`config.mk`:
```
export PLATFORM = sky130hd
export DESIGN_NAME = spi_cmd_rx
export DESIGN_NICKNAME = d
export VERILOG_FILES = /design/src/rtl/spi_cmd_rx_pkg.sv /design/src/rtl/sync_bit.sv /design/src/rtl/spi_cmd_rx.sv
export SDC_FILE = /design/constraint.sdc
export NUM_CORES = 1
export LEC_CHECK = 0
export ABC_CLOCK_PERIOD_IN_PS = 4000
export BUFFER_PORTS_ARGS = -buffer_cell sky130_fd_sc_hd__buf_2
export CAP_MARGIN = 0
export CORE_MARGIN = 4
export CORE_UTILIZATION = 30
export CTS_CLUSTER_DIAMETER = 200
export DETAILED_ROUTE_END_ITERATION = 8
export GPL_TIMING_DRIVEN = 1
export SKIP_CTS_REPAIR_TIMING = 1
export SLEW_MARGIN = 20
export SYNTH_ARGS = -nofsm -noshare
export SYNTH_HDL_FRONTEND = slang
export SYNTH_SLANG_ARGS = --single-unit
```
`constraint.sdc`:
```
create_clock -name clk -period 4 [get_ports clk]
set_input_delay 0.4 -clock clk [delete_from_list [all_inputs] [get_ports clk]]
set_output_delay 0.4 -clock clk [all_outputs]
set_load 0.01 [all_outputs]
```
`src/rtl/spi_cmd_rx_pkg.sv`:
```
// rtl/spi_cmd_rx_pkg.sv - frame layout constants and receiver state encoding
package spi_cmd_rx_pkg;

    localparam int SPI_FRAME_BITS = 64;
    localparam int SPI_CNT_W      = 7;

    localparam int SPI_CMD_MSB  = 63;
    localparam int SPI_CMD_LSB  = 48;
    localparam int SPI_ADDR_MSB = 47;
    localparam int SPI_ADDR_LSB = 40;
    localparam int SPI_DATA_MSB = 39;
    localparam int SPI_DATA_LSB = 0;

    typedef enum logic [1:0] {
        SRX_IDLE  = 2'd0,
        SRX_SHIFT = 2'd1,
        SRX_CHECK = 2'd2
    } srx_state_t;

endpackage

```
`src/rtl/sync_bit.sv`:
```
// rtl/sync_bit.sv - multi-flop single-bit synchroniser with selectable reset value
module sync_bit #(
    parameter int   STAGES    = 2,
    parameter logic RESET_VAL = 1'b0
) (
    input  logic clk,
    input  logic resetn,
    input  logic d,
    output logic q
);

    logic [STAGES-1:0] ff;

    // Shift the asynchronous input through STAGES flops
    always_ff @(posedge clk) begin
        if (!resetn) begin
            ff <= {STAGES{RESET_VAL}};
        end else begin
            ff <= {ff[STAGES-2:0], d};
        end
    end

    assign q = ff[STAGES-1];

endmodule

```
`src/rtl/spi_cmd_rx.sv`:
```
// rtl/spi_cmd_rx.sv - oversampled SPI mode-0 command frame deserialiser
module spi_cmd_rx
    import spi_cmd_rx_pkg::*;
#(
    parameter int SYNC_STAGES = 2,
    parameter int FRAME_BITS  = SPI_FRAME_BITS
) (
    input  logic        clk,
    input  logic        resetn,
    input  logic        spi_sclk,
    input  logic        spi_mosi,
    input  logic        spi_cs_n,
    output logic [15:0] spi_cmd_r,
    output logic [7:0]  spi_addr_r,
    output logic [39:0] spi_data_r,
    output logic        spi_data_valid_r,
    output logic        frame_err,
    output logic        busy
);

    localparam logic [SPI_CNT_W-1:0] CNT_FULL = SPI_CNT_W'(FRAME_BITS);
    localparam logic [SPI_CNT_W-1:0] CNT_MAX  = SPI_CNT_W'(FRAME_BITS + 1);

    logic sclk_s, mosi_s, cs_s;
    logic sclk_d, cs_d;
    logic sclk_rise, cs_fall, cs_rise;

    srx_state_t                state;
    logic [FRAME_BITS-1:0]     shift_reg;
    logic [SPI_CNT_W-1:0]      bit_cnt;
    logic                      chk_ok;
    logic                      chk_err;

    sync_bit #(.STAGES(SYNC_STAGES), .RESET_VAL(1'b0)) u_sync_sclk (
        .clk(clk), .resetn(resetn), .d(spi_sclk), .q(sclk_s)
    );

    sync_bit #(.STAGES(SYNC_STAGES), .RESET_VAL(1'b0)) u_sync_mosi (
        .clk(clk), .resetn(resetn), .d(spi_mosi), .q(mosi_s)
    );

    sync_bit #(.STAGES(SYNC_STAGES), .RESET_VAL(1'b1)) u_sync_cs (
        .clk(clk), .resetn(resetn), .d(spi_cs_n), .q(cs_s)
    );

    // One-cycle delayed copies of the synchronised strobes for edge detection
    always_ff @(posedge clk) begin
        if (!resetn) begin
            sclk_d <= 1'b0;
            cs_d   <= 1'b1;
        end else begin
            sclk_d <= sclk_s;
            cs_d   <= cs_s;
        end
    end

    assign sclk_rise = sclk_s & ~sclk_d;
    assign cs_fall   = ~cs_s & cs_d;
    assign cs_rise   = cs_s & ~cs_d;

    // Frame FSM: shifting, length check, and the registered broadcast outputs.
    // The check result is staged one cycle so fields and valid appear together.
    always_ff @(posedge clk) begin
        if (!resetn) begin
            state            <= SRX_IDLE;
            shift_reg        <= '0;
            bit_cnt          <= '0;
            chk_ok           <= 1'b0;
            chk_err          <= 1'b0;
            spi_cmd_r        <= '0;
            spi_addr_r       <= '0;
            spi_data_r       <= '0;
            spi_data_valid_r <= 1'b0;
            frame_err        <= 1'b0;
            busy             <= 1'b0;
        end else begin
            spi_data_valid_r <= 1'b0;
            frame_err        <= 1'b0;
            chk_ok           <= 1'b0;
            chk_err          <= 1'b0;

            if (chk_ok) begin
                spi_cmd_r        <= shift_reg[SPI_CMD_MSB:SPI_CMD_LSB];
                spi_addr_r       <= shift_reg[SPI_ADDR_MSB:SPI_ADDR_LSB];
                spi_data_r       <= shift_reg[SPI_DATA_MSB:SPI_DATA_LSB];
                spi_data_valid_r <= 1'b1;
            end
            if (chk_err) begin
                frame_err <= 1'b1;
            end

            case (state)
                SRX_IDLE: begin
                    if (cs_fall) begin
                        bit_cnt <= '0;
                        state   <= SRX_SHIFT;
                        busy    <= 1'b1;
                    end
                end
                SRX_SHIFT: begin
                    // CS release wins over a coincident SCLK edge
                    if (cs_rise) begin
                        state <= SRX_CHECK;
                        busy  <= 1'b0;
                    end else if (sclk_rise) begin
                        shift_reg <= {shift_reg[FRAME_BITS-2:0], mosi_s};
                        if (bit_cnt != CNT_MAX) begin
                            bit_cnt <= bit_cnt + 1'b1;
                        end
                    end
                end
                SRX_CHECK: begin
                    chk_ok  <= (bit_cnt == CNT_FULL);
                    chk_err <= (bit_cnt != CNT_FULL);
                    state   <= SRX_IDLE;
                end
                default: begin
                    state <= SRX_IDLE;
                    busy  <= 1'b0;
                end
            endcase
        end
    end

endmodule

```
Word level (Yosys, flattened, before mapping) --
Index checks and enable logic that the tools add are counted.
Word-level totals: memories kept 0, output and inout bits 67, flip-flop bits (word level) 150, bits in latches 0, logic and storage cells 55, RAM bits 0, bits in read-only memories 0, bits of input ports 5
Cells by class: multiply operators 0, muxes and demuxes 13, magnitude comparators 0, add/sub/neg operators 1, div/mod/pow operators 0, reductions and logical operators 7, bitwise gates (word level) 8, shift operators 0, eq/ne operators 10
Operator list (count):
- 7-bit two-way mux | 4
- 7-bit inequality test, second input constant | 2
- 7-bit one-hot mux with 2 select lines | 1
- 2-bit inequality test, second input constant | 5
- 7-bit by 1-bit adder with 7-bit output, second input constant | 1
- 7-bit == test, second input constant | 1
- 3-bit AND reduction | 2
- 1-bit NOT | 5
- 5-bit AND reduction | 1
- 1-bit two-way mux | 4
- 2-bit two-way mux | 2
- 2-bit one-hot mux with 2 select lines | 1
- 2-bit AND reduction | 2
- 1-bit AND | 3
- 1-bit one-hot mux with 3 select lines | 1
- 2-bit by 1-bit == test with 1-bit output, second input constant | 1
- 2-bit == test, second input constant | 1
- 2-bit logical NOT | 1
- 2-bit nonzero test | 1

Logic depth before layout (Yosys ltp) --
word-level depth 5, gate-level depth with buffers 6, gate-level depth less buffers 5

Modules after synthesis --
From an unflattened synthesis, not the netlist that was laid out.
Unflattened totals: cell total of the unflattened synthesis 569, area total of the unflattened synthesis 5296.3 sq um
By module, submodules not included:
- spi_cmd_rx | area each 5138.7 sq um, times used 1, cells an instance 557, seq. area each 2882.8 sq um
- sync_bit | area each 52.6 sq um, times used 3, cells an instance 4, seq. area each 40.0 sq um

Least setup slack after synthesis --
OpenSTA, ideal clock, no wires.
path type reg2reg, start point register state[0], end point register bit_cnt[6], data required time 3867 ps, library setup time 133 ps, cell stages (with the launch flop) 6, setup slack 2494 ps, arrival time 1373 ps, clock period less this slack 1506 ps, cell sequence dfxtp_1 -> clkbuf_2 -> or4b_2 -> nand2_1 -> a21o_2 -> o221ai_1
On the way: longest elaborated chain between the ends 3
Ends and longest elaborated chain:
- start, declared | RTL line spi_cmd_rx.sv:28 | srx_state_t state;
- start signal, assigned | RTL line spi_cmd_rx.sv:65 | state <= SRX_IDLE;
- start signal, assigned | RTL line spi_cmd_rx.sv:96 | state <= SRX_SHIFT;
- start signal, assigned | RTL line spi_cmd_rx.sv:103 | state <= SRX_CHECK;
- 2-bit by 1-bit == test with 1-bit output / 2-bit logical NOT (equally long branches) | RTL line spi_cmd_rx.sv:92 | case (state)
- 2-bit inequality test (no source line) / 2-bit nonzero test (equally long branches)
- 5-bit AND reduction (no source line)
- end signal, assigned | RTL line spi_cmd_rx.sv:108 | bit_cnt <= bit_cnt + 1'b1;
- end, declared | RTL line spi_cmd_rx.sv:30 | logic [SPI_CNT_W-1:0] bit_cnt;
Parallel ways exist; a longest one is shown, timed or not. A chain may end at the register's enable or synchronous reset.

Worst setup path after layout --
start point register u_sync_cs.ff[1], end point register shift_reg[1]
On the way: longest elaborated chain between the ends 3
Ends and longest elaborated chain:
- start, declared | RTL line sync_bit.sv:12 | logic [STAGES-1:0] ff;
- start signal, assigned | RTL line sync_bit.sv:17 | ff <= {STAGES{RESET_VAL}};
- start signal, assigned | RTL line sync_bit.sv:19 | ff <= {ff[STAGES-2:0], d};
- 1-bit AND | RTL line spi_cmd_rx.sv:59 | assign cs_rise = cs_s & ~cs_d;
- 1-bit NOT (no source line)
- 3-bit AND reduction (no source line)
- end signal, assigned | RTL line spi_cmd_rx.sv:106 | shift_reg <= {shift_reg[FRAME_BITS-2:0], mosi_s};
- end, declared | RTL line spi_cmd_rx.sv:29 | logic [FRAME_BITS-1:0] shift_reg;
No other way between the ends.

==> summary.md <==
| Metric | Value |
|---|---|
| Status | `complete, no violations` |
| Max clock buf depth | `2` |
| Seq/Total Area, Yosys | `53.0%` |
| CTS buffer count | `17` |
| Final GP Congestion | `0.698` |
| Measured slew at the worst slew-check pin | `811 ps` |
| Peak VDD IR | `275 uV` |
| Chip height | `145 um` |
| WL/cell | `12.5 um` |
| Critical Path End Type | `flip-flop` |
| Clock Root Buffer | `clkbuf_16` |
| EDFF count, synth | `0` |
| Routed WL | `10900 um` |
| Max Cap Viol | `0` |
| Synth Net Count | `583` |
| GRT Resource Usage Total | `10.8%` |
| # setup viols final | `0` |
| Post-Route Utilization | `37.1%` |
| RSZ-0062 raised after global routing | `no` |
| Crit-path max FO | `35` |
| Syn_area_per_cell | `9.85 um2` |
| Global-route wire length before repair | `18900 um` |
| Period utilization | `56.1%` |
| Top cells by count, synth | `dfxtp_1, nand2_1, mux2i_1, nor2b_1, a21boi_1` |
| Pleak | `2.43 nW` |
| Core area | `0.0183 mm2` |
| Critical path, cell by cell | `nor2b_1, or4b_2, buf_4, nand2_1, a21boi_0` |
| Crit-path max cell delay | `990 ps` |
| Initial Util | `31.0%` |
| PortBufs | `71` |
| Vias in the first global route | `3812` |
| Clk sinks | `150` |
| WS Path Type | `flip-flop to flip-flop` |
| Top Ports | `72` |
| Via density | `4.40` |
| Critical Path Start Type | `flip-flop` |
| Largest net degree at the start of global routing | `87` |
| Count leader, synth | `dfxtp_1` |
| Fin. Hold Viols | `0` |
| DRT antenna net count | `0` |
| Vias post-DR | `3844` |
| Final TNS setup | `0 ps` |
| Die area | `0.0211 mm2` |
| Synth top area cells | `dfxtp_1, mux2i_1, nand2_1` |
| # nets final | `640` |
| Syn Inst Count | `575` |
| DR DRC count | `0` |
| Pwr dens | `486 mW/mm2` |
| Rows | `49` |
| HP Class | `primary input to flip-flop` |
| Flops & latches, synth | `150` |
| CTS tree | `yes` |
| Hold_ws | `184 ps` |
| Placed Area | `0.00614 mm2` |
| Prevailing post-synth register cell | `dfxtp_1` |
| Layout cell share with drive strength beyond 1 | `17.4%` |
| Drt initial violations | `111` |
| Pre-antenna DRT Iters | `4` |
| Top cell type by total area after synthesis | `dfxtp_1` |
| Grt total ovfl | `0` |
| Critical path arrival | `2540 ps` |
| Number of antenna diodes | `0` |
| Post-route design area | `0.00679 mm2` |
| Initial antenna violation count | `0` |
| Post-synth ARST share | `0%` |
| Post-synth cell types | `38` |
| Yosys top cell area share | `53.0%` |
| Reg clk slew, reported paths | `60 ps` |
| Clk_lat worst skew | `420 ps` |
| Max FFs per register | `64` |
| Synth Cell Area | `0.00567 mm2` |
| Fmax | `0.446 GHz` |
| Slowest cell on the critical path | `or4b_2` |
| Data required, critical path | `4300 ps` |
| Max_slew headroom | `45.9%` |
| Chip Width | `145 um` |
| Fin crit period | `2240 ps` |
| Area delta synth->final | `19.8%` |
| Fill cell count | `1874` |
| Pins Over Slew Limit | `0` |
| Synth warn | `0` |
| DP Wirelength | `6690 um` |
| H-tree depth | `4` |
| Setup Skew | `14.1 ps` |
report_power, final:
part / internal (mW) / total, mW / switching (mW)
logic: 0.0284 / 0.0581 / 0.0297
registers: 1.50 / 1.50 / 0.00454
clock network: 1.12 / 1.74 / 0.614
total: 2.65 / 3.30 / 0.649
layout make-up:
class                           instances  area, um2  share of cell area, %
Clock buffer                           19        443                   6.53
Clock inverter                         13        204                   3.01
Inverter                                5       18.8                  0.277
Multi-Input combinational cell        382       2430                   35.8
Sequential cell                       150       3010                   44.3
Tap cell                              229        287                   4.22
Timing Repair Buffer                   76        395                   5.83
cell families after synthesis:
logic type	Yosys count	synth area share [%]
flip-flops	150	53.0
buffers and inverters	43	4.24
adder cells (fa/ha/maj)	3	0.663
AO/OA/AOI/OAI	82	10.6
AND/OR/NAND/NOR	231	19.9
multiplexers	65	11.5
XOR/XNOR	1	0.155
metal layers:
layer / global-route usage [%] / wire [um] / vias up
met4: 3.85 / 149 / 0
met1: 13.8 / 5630 / 1767
met5: 0 / 0 / -
met3: 4.39 / 453 / 11
li1: - / - / 2011
met2: 16.5 / 4710 / 55
metrics by stage:
stage	setup slack [ps]	power (mW)	std cells
after floorplan	2490	1.58	575
after global placement	1710	1.60	842
after detailed placement	1740	1.60	842
after CTS	1720	3.36	874
after global routing	1450	3.43	874
final	1760	3.30	874
layout by cell type, fill, tap and decap left out, types with 2 or more instances in the layout:
cell	synthesis	routed
and3_1	2	2
a21boi_1	60	60
a21boi_0	4	4
dfxtp_1	150	149
nand2b_1	5	5
buf_2	8	70
nand3b_1	2	2
a31oi_1	4	4
nand2_1	133	133
o21a_1	3	3
or4b_2	1	2
nand3_1	2	2
and2_1	8	8
clkinv_2	0	4
inv_1	5	5
ha_1	3	3
nand4b_1	2	2
clkinv_4	0	3
mux2i_1	65	65
bufinv_16	0	5
nor2_1	4	4
nor2b_1	65	65
a21oi_1	5	5
clkbuf_16	0	17
buf_4	6	6
worst max-delay path: cells and delay by family (launching register included):
kind,cells,cell delay [ps]
simple gates,3,1290
buf+inv,1,390
flops,1,350
compound gates,1,70
path summary, 6_finish.rpt:
kind                            slack, ps             from  cells past startpoint           endpoint
worst max-delay path                 1760  u_sync_cs.ff[1]                      5       shift_reg[1]
worst min-delay path                  180         spi_mosi                      2  u_sync_mosi.ff[0]
worst max register to register       1760  u_sync_cs.ff[1]                      5       shift_reg[1]
worst min register to register        410  u_sync_cs.ff[0]                      1    u_sync_cs.ff[1]
Note: power is estimated with default switching activity, not from simulation.
